**src/rtl/pipeline_hazard_ctrl.sv**
```systemverilog
// Stall/flush sequencer for a 5-stage MIPS pipeline: load-use interlock, multi-cycle multiply
// sequencing and wrong-path flush on taken branches. Optional counters behind `HAZ_STAT_EN.
module pipeline_hazard_ctrl #(
  parameter int MUL_LAT = 4,
  parameter int CNT_W   = 4
) (
  input  logic       clk_i,
  input  logic       rst_i,
  input  logic [4:0] id_rs_i,
  input  logic [4:0] id_rt_i,
  input  logic       id_uses_rt_i,
  input  logic       id_mul_i,
  input  logic       ex_memread_i,
  input  logic [4:0] ex_rt_i,
  input  logic       branch_taken_i,
  output logic       pc_write_o,
  output logic       ifid_write_o,
  output logic       ifid_flush_o,
  output logic       idex_flush_o,
  output logic       exmem_flush_o,
  output logic       mul_start_o,
  output logic       mul_busy_o,
  output logic [1:0] state_o
`ifdef HAZ_STAT_EN
  ,
  output logic [15:0] stall_cnt_o,
  output logic [15:0] flush_cnt_o
`endif
);

  typedef enum logic [1:0] {
    RUN      = 2'd0,
    MUL_WAIT = 2'd2
  } state_e;

  localparam logic [CNT_W-1:0] CNT_INIT = CNT_W'(MUL_LAT - 2);

  state_e           state_q, state_d;
  logic [CNT_W-1:0] cnt_q, cnt_d;
  logic             mul_done_q, mul_done_d;

  logic load_use;
  logic pc_write, ifid_write, ifid_flush, idex_flush, exmem_flush, mul_start;

  // A load into $0 never produces a value worth waiting for.
  assign load_use = ex_memread_i & (ex_rt_i != 5'd0) &
                    ((ex_rt_i == id_rs_i) | (id_uses_rt_i & (ex_rt_i == id_rt_i)));

  always_comb begin
    pc_write    = 1'b1;
    ifid_write  = 1'b1;
    ifid_flush  = 1'b0;
    idex_flush  = 1'b0;
    exmem_flush = 1'b0;
    mul_start   = 1'b0;
    state_d     = state_q;
    cnt_d       = cnt_q;
    mul_done_d  = mul_done_q;

    if (branch_taken_i) begin
      ifid_flush  = 1'b1;
      idex_flush  = 1'b1;
      exmem_flush = 1'b1;
      state_d     = RUN;
      cnt_d       = '0;
      mul_done_d  = 1'b0;
    end else begin
      case (state_q)
        RUN: begin
          if (load_use) begin
            pc_write   = 1'b0;
            ifid_write = 1'b0;
            idex_flush = 1'b1;
          end else if (id_mul_i && !mul_done_q) begin
            mul_start  = 1'b1;
            pc_write   = 1'b0;
            ifid_write = 1'b0;
            idex_flush = 1'b1;
            cnt_d      = CNT_INIT;
            state_d    = MUL_WAIT;
          end else if (id_mul_i && mul_done_q) begin
            // Result is ready: let the multiply issue into EX this cycle.
            mul_done_d = 1'b0;
          end
        end
        MUL_WAIT: begin
          pc_write   = 1'b0;
          ifid_write = 1'b0;
          idex_flush = 1'b1;
          if (cnt_q != '0) begin
            cnt_d = cnt_q - 1'b1;
          end else begin
            state_d    = RUN;
            mul_done_d = 1'b1;
          end
        end
        default: begin
          state_d = RUN;
        end
      endcase
    end
  end

  always_ff @(posedge clk_i or posedge rst_i) begin
    if (rst_i) begin
      state_q    <= RUN;
      cnt_q      <= '0;
      mul_done_q <= 1'b0;
    end else begin
      state_q    <= state_d;
      cnt_q      <= cnt_d;
      mul_done_q <= mul_done_d;
    end
  end

  // Reset forces a free-running, flush-free pipeline regardless of the inputs.
  assign pc_write_o    = rst_i | pc_write;
  assign ifid_write_o  = rst_i | ifid_write;
  assign ifid_flush_o  = ~rst_i & ifid_flush;
  assign idex_flush_o  = ~rst_i & idex_flush;
  assign exmem_flush_o = ~rst_i & exmem_flush;
  assign mul_start_o   = ~rst_i & mul_start;
  assign mul_busy_o    = ~rst_i & (state_q == MUL_WAIT);
  assign state_o       = state_q;

`ifdef HAZ_STAT_EN
  logic [15:0] stall_cnt_q, flush_cnt_q;

  always_ff @(posedge clk_i or posedge rst_i) begin
    if (rst_i) begin
      stall_cnt_q <= '0;
      flush_cnt_q <= '0;
    end else begin
      if (!pc_write && stall_cnt_q != 16'hFFFF) stall_cnt_q <= stall_cnt_q + 16'd1;
      if (branch_taken_i && flush_cnt_q != 16'hFFFF) flush_cnt_q <= flush_cnt_q + 16'd1;
    end
  end

  assign stall_cnt_o = stall_cnt_q;
  assign flush_cnt_o = flush_cnt_q;
`endif

endmodule

```
**config.mk**
```make
export PLATFORM = sky130hd
export DESIGN_NAME = pipeline_hazard_ctrl
export DESIGN_NICKNAME = d
export VERILOG_FILES = /design/src/rtl/pipeline_hazard_ctrl.sv
export SDC_FILE = /design/constraint.sdc
export NUM_CORES = 1
export LEC_CHECK = 0
export ABC_AREA = 1
export BUFFER_PORTS_ARGS = -buffer_cell sky130_fd_sc_hd__buf_2
export CORE_MARGIN = 2
export CORE_UTILIZATION = 41
export CTS_CLUSTER_DIAMETER = 80
export DETAILED_ROUTE_END_ITERATION = 16
export MAX_ROUTING_LAYER = met4
export PLACE_DENSITY = 0.74
export REMOVE_ABC_BUFFERS = 1
export SLEW_MARGIN = 30
export SYNTH_ARGS = -nofsm -noshare
export SYNTH_HDL_FRONTEND = slang
export SYNTH_SLANG_ARGS = --single-unit
```
**constraint.sdc**
```tcl
create_clock -name clk_i -period 1.4 [get_ports clk_i]
set_clock_uncertainty 0.2 [all_clocks]
set_input_delay 0.28 -clock clk_i [delete_from_list [all_inputs] [get_ports clk_i]]
set_output_delay 0.28 -clock clk_i [all_outputs]
set_load 0.01 [all_outputs]
```
==> flow_summary.json <==
{
  "fin_nets": 193,
  "fin_util_pct": 78.6,
  "violations": "negative setup slack",
  "synth_commonest_cells": "nand2_1, inv_1, nor2_1",
  "wl_met1_um": 875,
  "grt_pass1_vias": 823,
  "hold_depth": 4,
  "yosys_most_used_dff": "dfrtp_1",
  "clock.fmax_mhz": 591,
  "hold_end": "mul_done_q$_DFFE_PP0P_",
  "r2r_start": "cnt_q[0]$_DFFE_PP0P_",
  "grt_usage_pct": 22.0,
  "slew_viol_final": 0,
  "num_rows": 14,
  "wl_met2_um": 1130,
  "maxCapViolCount": 0,
  "gp_congestion": 0.827,
  "place_area_sq_um": 915,
  "slowest_delay_ns": 0.15,
  "critPathLaunchType": "primary input",
  "path_clk_slew_ns": 0.04,
  "final_area_sq_mm": 0.00118,
  "synth-edff-count": 0,
  "start_util_pct": 43.6,
  "fin_tns_setup_ns": -1.28,
  "worst_slack_ns": -0.293,
  "synthArstFlopShare_pct": 100,
  "dp.cells": 173,
  "max-vdd-ir-drop_mv": 0.730,
  "clockBufferDepth": 2,
  "cts-root-buf": "clkbuf_4",
  "netlist_top_cells_area": "dfrtp_1, nand2_1, inv_1",
  "numPortBuffers": 28,
  "post-route-period-util_pct": 121,
  "switching_share_pct": 37.7,
  "io_pins": 30,
  "core_area_sq_mm": 0.00151,
  "drt-pass1-iter-count": 4,
  "min_from": "id_mul_i",
  "drc_errors": 0,
  "cp.required_ns": 0.92,
  "syn_inst": 116,
  "synth.most_common_cell": "nand2_1",
  "grt_pass1_wl_um": 3140,
  "dr_wl_met3_um": 134,
  "cts_tree": "built",
  "r2r_cells": 8,
  "powerDensity_mw_per_mm2": 875,
  "grt_remaining_overflow": 0,
  "drive_gt1_share_pct": 57.1,
  "fin_cells": 184,
  "antenna_cells": 0,
  "yosysSeqAreaShare_pct": 22.9,
  "drt_wl_total_um": 2200,
  "path_cells": "buf_6 -> inv_2 -> nand2_1 -> nand2_1 -> nor2_1 -> nand3_1 -> nand2_2 -> nand2_2 -> nand3_1 -> nand3_2 -> buf_2",
  "power.leakage_nw": 0.675,
  "n_fill_cell": 102,
  "comb_power_share_pct": 64.2,
  "num_vias": 924,
  "min_period_ns": 1.69,
  "dpl.hpwl_um": 1360,
  "fp.dieH_um": 44.0,
  "cts.sink_count": 6,
  "slowest_stage": "buf_2",
  "crit_fanout": 3,
  "initialDrtViolationCount": 22,
  "yosys_warnings": 0,
  "grt_setup_unrepaired": "true",
  "netlist.area_leader.share_pct": 22.9,
  "end_kind": "output pin",
  "via_per_inst": 5.02,
  "highest_layer": "met4",
  "p_int_mw": 0.645,
  "holdWs_ns": 0.237,
  "critical_path_class": "in2out",
  "p_clk_share_pct": 13.9,
  "yosysUniqueCellTypes": 19,
  "syn_area_sq_um": 657,
  "status": "finished, violations left",
  "die-width_um": 44.0,
  "hold_class": "in2reg",
  "hold_violations": 0,
  "p_sw_mw": 0.391,
  "area_growth_pct": 80.2,
  "r2r_setup_slack_ns": -0.05,
  "cts_buffers": 3,
  "ys_ff_latch": 6,
  "dieArea_sq_mm": 0.00194,
  "wire_per_inst_um": 12.0,
  "cts_max_level": 1,
  "antenna_found_initial": 0,
  "sequentialPowerShare_pct": 21.9,
  "synth.largest_area_cell": "dfrtp_1",
  "clkLatencyLatePin_ns": 0.23,
  "grt_max_degree": 7,
  "setup_violations": 8,
  "syn_area_per_cell_sq_um": 5.66,
  "ant_nets": 0,
  "worstReg2RegEnd": "cnt_q[3]$_DFFE_PP0P_",
  "crit_arrival_ns": 1.21
}
-- cell families (layout without fill, tap and decap cells) --
family / count (synthesis) / in the layout / share of synthesized area (%)
AND/OR/NAND/NOR: 70 / 70 / 46.3
AO/OA/AOI/OAI: 9 / 9 / 7.24
other: 1 / 1 / 0.571
buffers and inverters: 26 / 78 / 16.6
adder cells (fa/ha/maj): 2 / 2 / 3.81
XOR/XNOR: 2 / 2 / 2.67
flip-flops: 6 / 6 / 22.9
-- critical path: cells and delay by family --
kind | cells | cell delay [ns]
buf+inv | 3 | 0.27
simple gates | 8 | 0.67
-- metal layers --
metal  up-vias  global-route usage [%]
li1        455                       -
met1       417                    25.1
met2        44                    40.6
met3         8                    2.45
met4         0                    5.45
met5         -                       -
-- power groups by stage --
stage | registers (mW) | clock network, mW | logic [mW]
2_1_floorplan | 0.229 | 0 | 0.214
3_3_place_gp | 0.221 | 0 | 0.406
3_5_place_dp | 0.222 | 0 | 0.419
4_1_cts | 0.222 | 0.152 | 0.539
5_1_grt | 0.229 | 0.156 | 0.719
6_report | 0.227 | 0.144 | 0.665
-- registers in the layout, indices dropped and copies added (netlist names) --
register	flops
cnt_q	4
mul_done_q	1
state_o	1
-- placed cells by master (no fill, tap or decap), types with 2 or more instances in the layout --
master and instances:
nand2_1 24, a21oi_1 3, nor2_2 5, ha_4 2
inv_4 2, o21ai_0 2, dfrtp_1 6, xnor2_1 2
nand3_1 6, buf_6 10, buf_8 2, nand3_2 3
nor2_1 11, clkbuf_4 3, inv_1 11, buf_4 20
nand2_4 2, nand2_2 15, inv_2 10, buf_2 19
a31oi_1 2
-- how the worst max path moves through the flow --
stage	start	endpoint
after floorplan	state_o[1]$_DFFE_PP0P_	mul_start_o
after global placement	ex_rt_i[3]	mul_start_o
after detailed placement	ex_rt_i[2]	mul_start_o
after CTS	id_rs_i[1]	pc_write_o
after global routing	ex_rt_i[3]	idex_flush_o
final	ex_rt_i[3]	pc_write_o
-- final cells by class --
type,instances,area [sq um],share of cell area [%]
multi-input combinational,84,502,42.4
timing repair buffer,52,398,33.6
sequential,6,150,12.7
inverter,23,91.3,7.72
clock buffer,3,22.5,1.90
tap,16,20.0,1.69
-- repair_timing --
item / CTS / global route
resized for setup: 27 / 31
endpoints found under the hold margin: 6 / 0
setup endpoints to repair: 9 / 11
cloned: 0 / 0
buffers inserted: 7 / 5
hold buffers: 1 / 0
pin swaps: 16 / 26
-- through the flow --
step	power (mW)	setup slack (ns)
after global routing	1.10	-0.396
after CTS	0.913	-0.227
final	1.04	-0.293
after global placement	0.627	-0.287
after floorplan	0.443	-0.0629
after detailed placement	0.641	-0.317
Note: power is estimated with default switching activity, not from simulation.
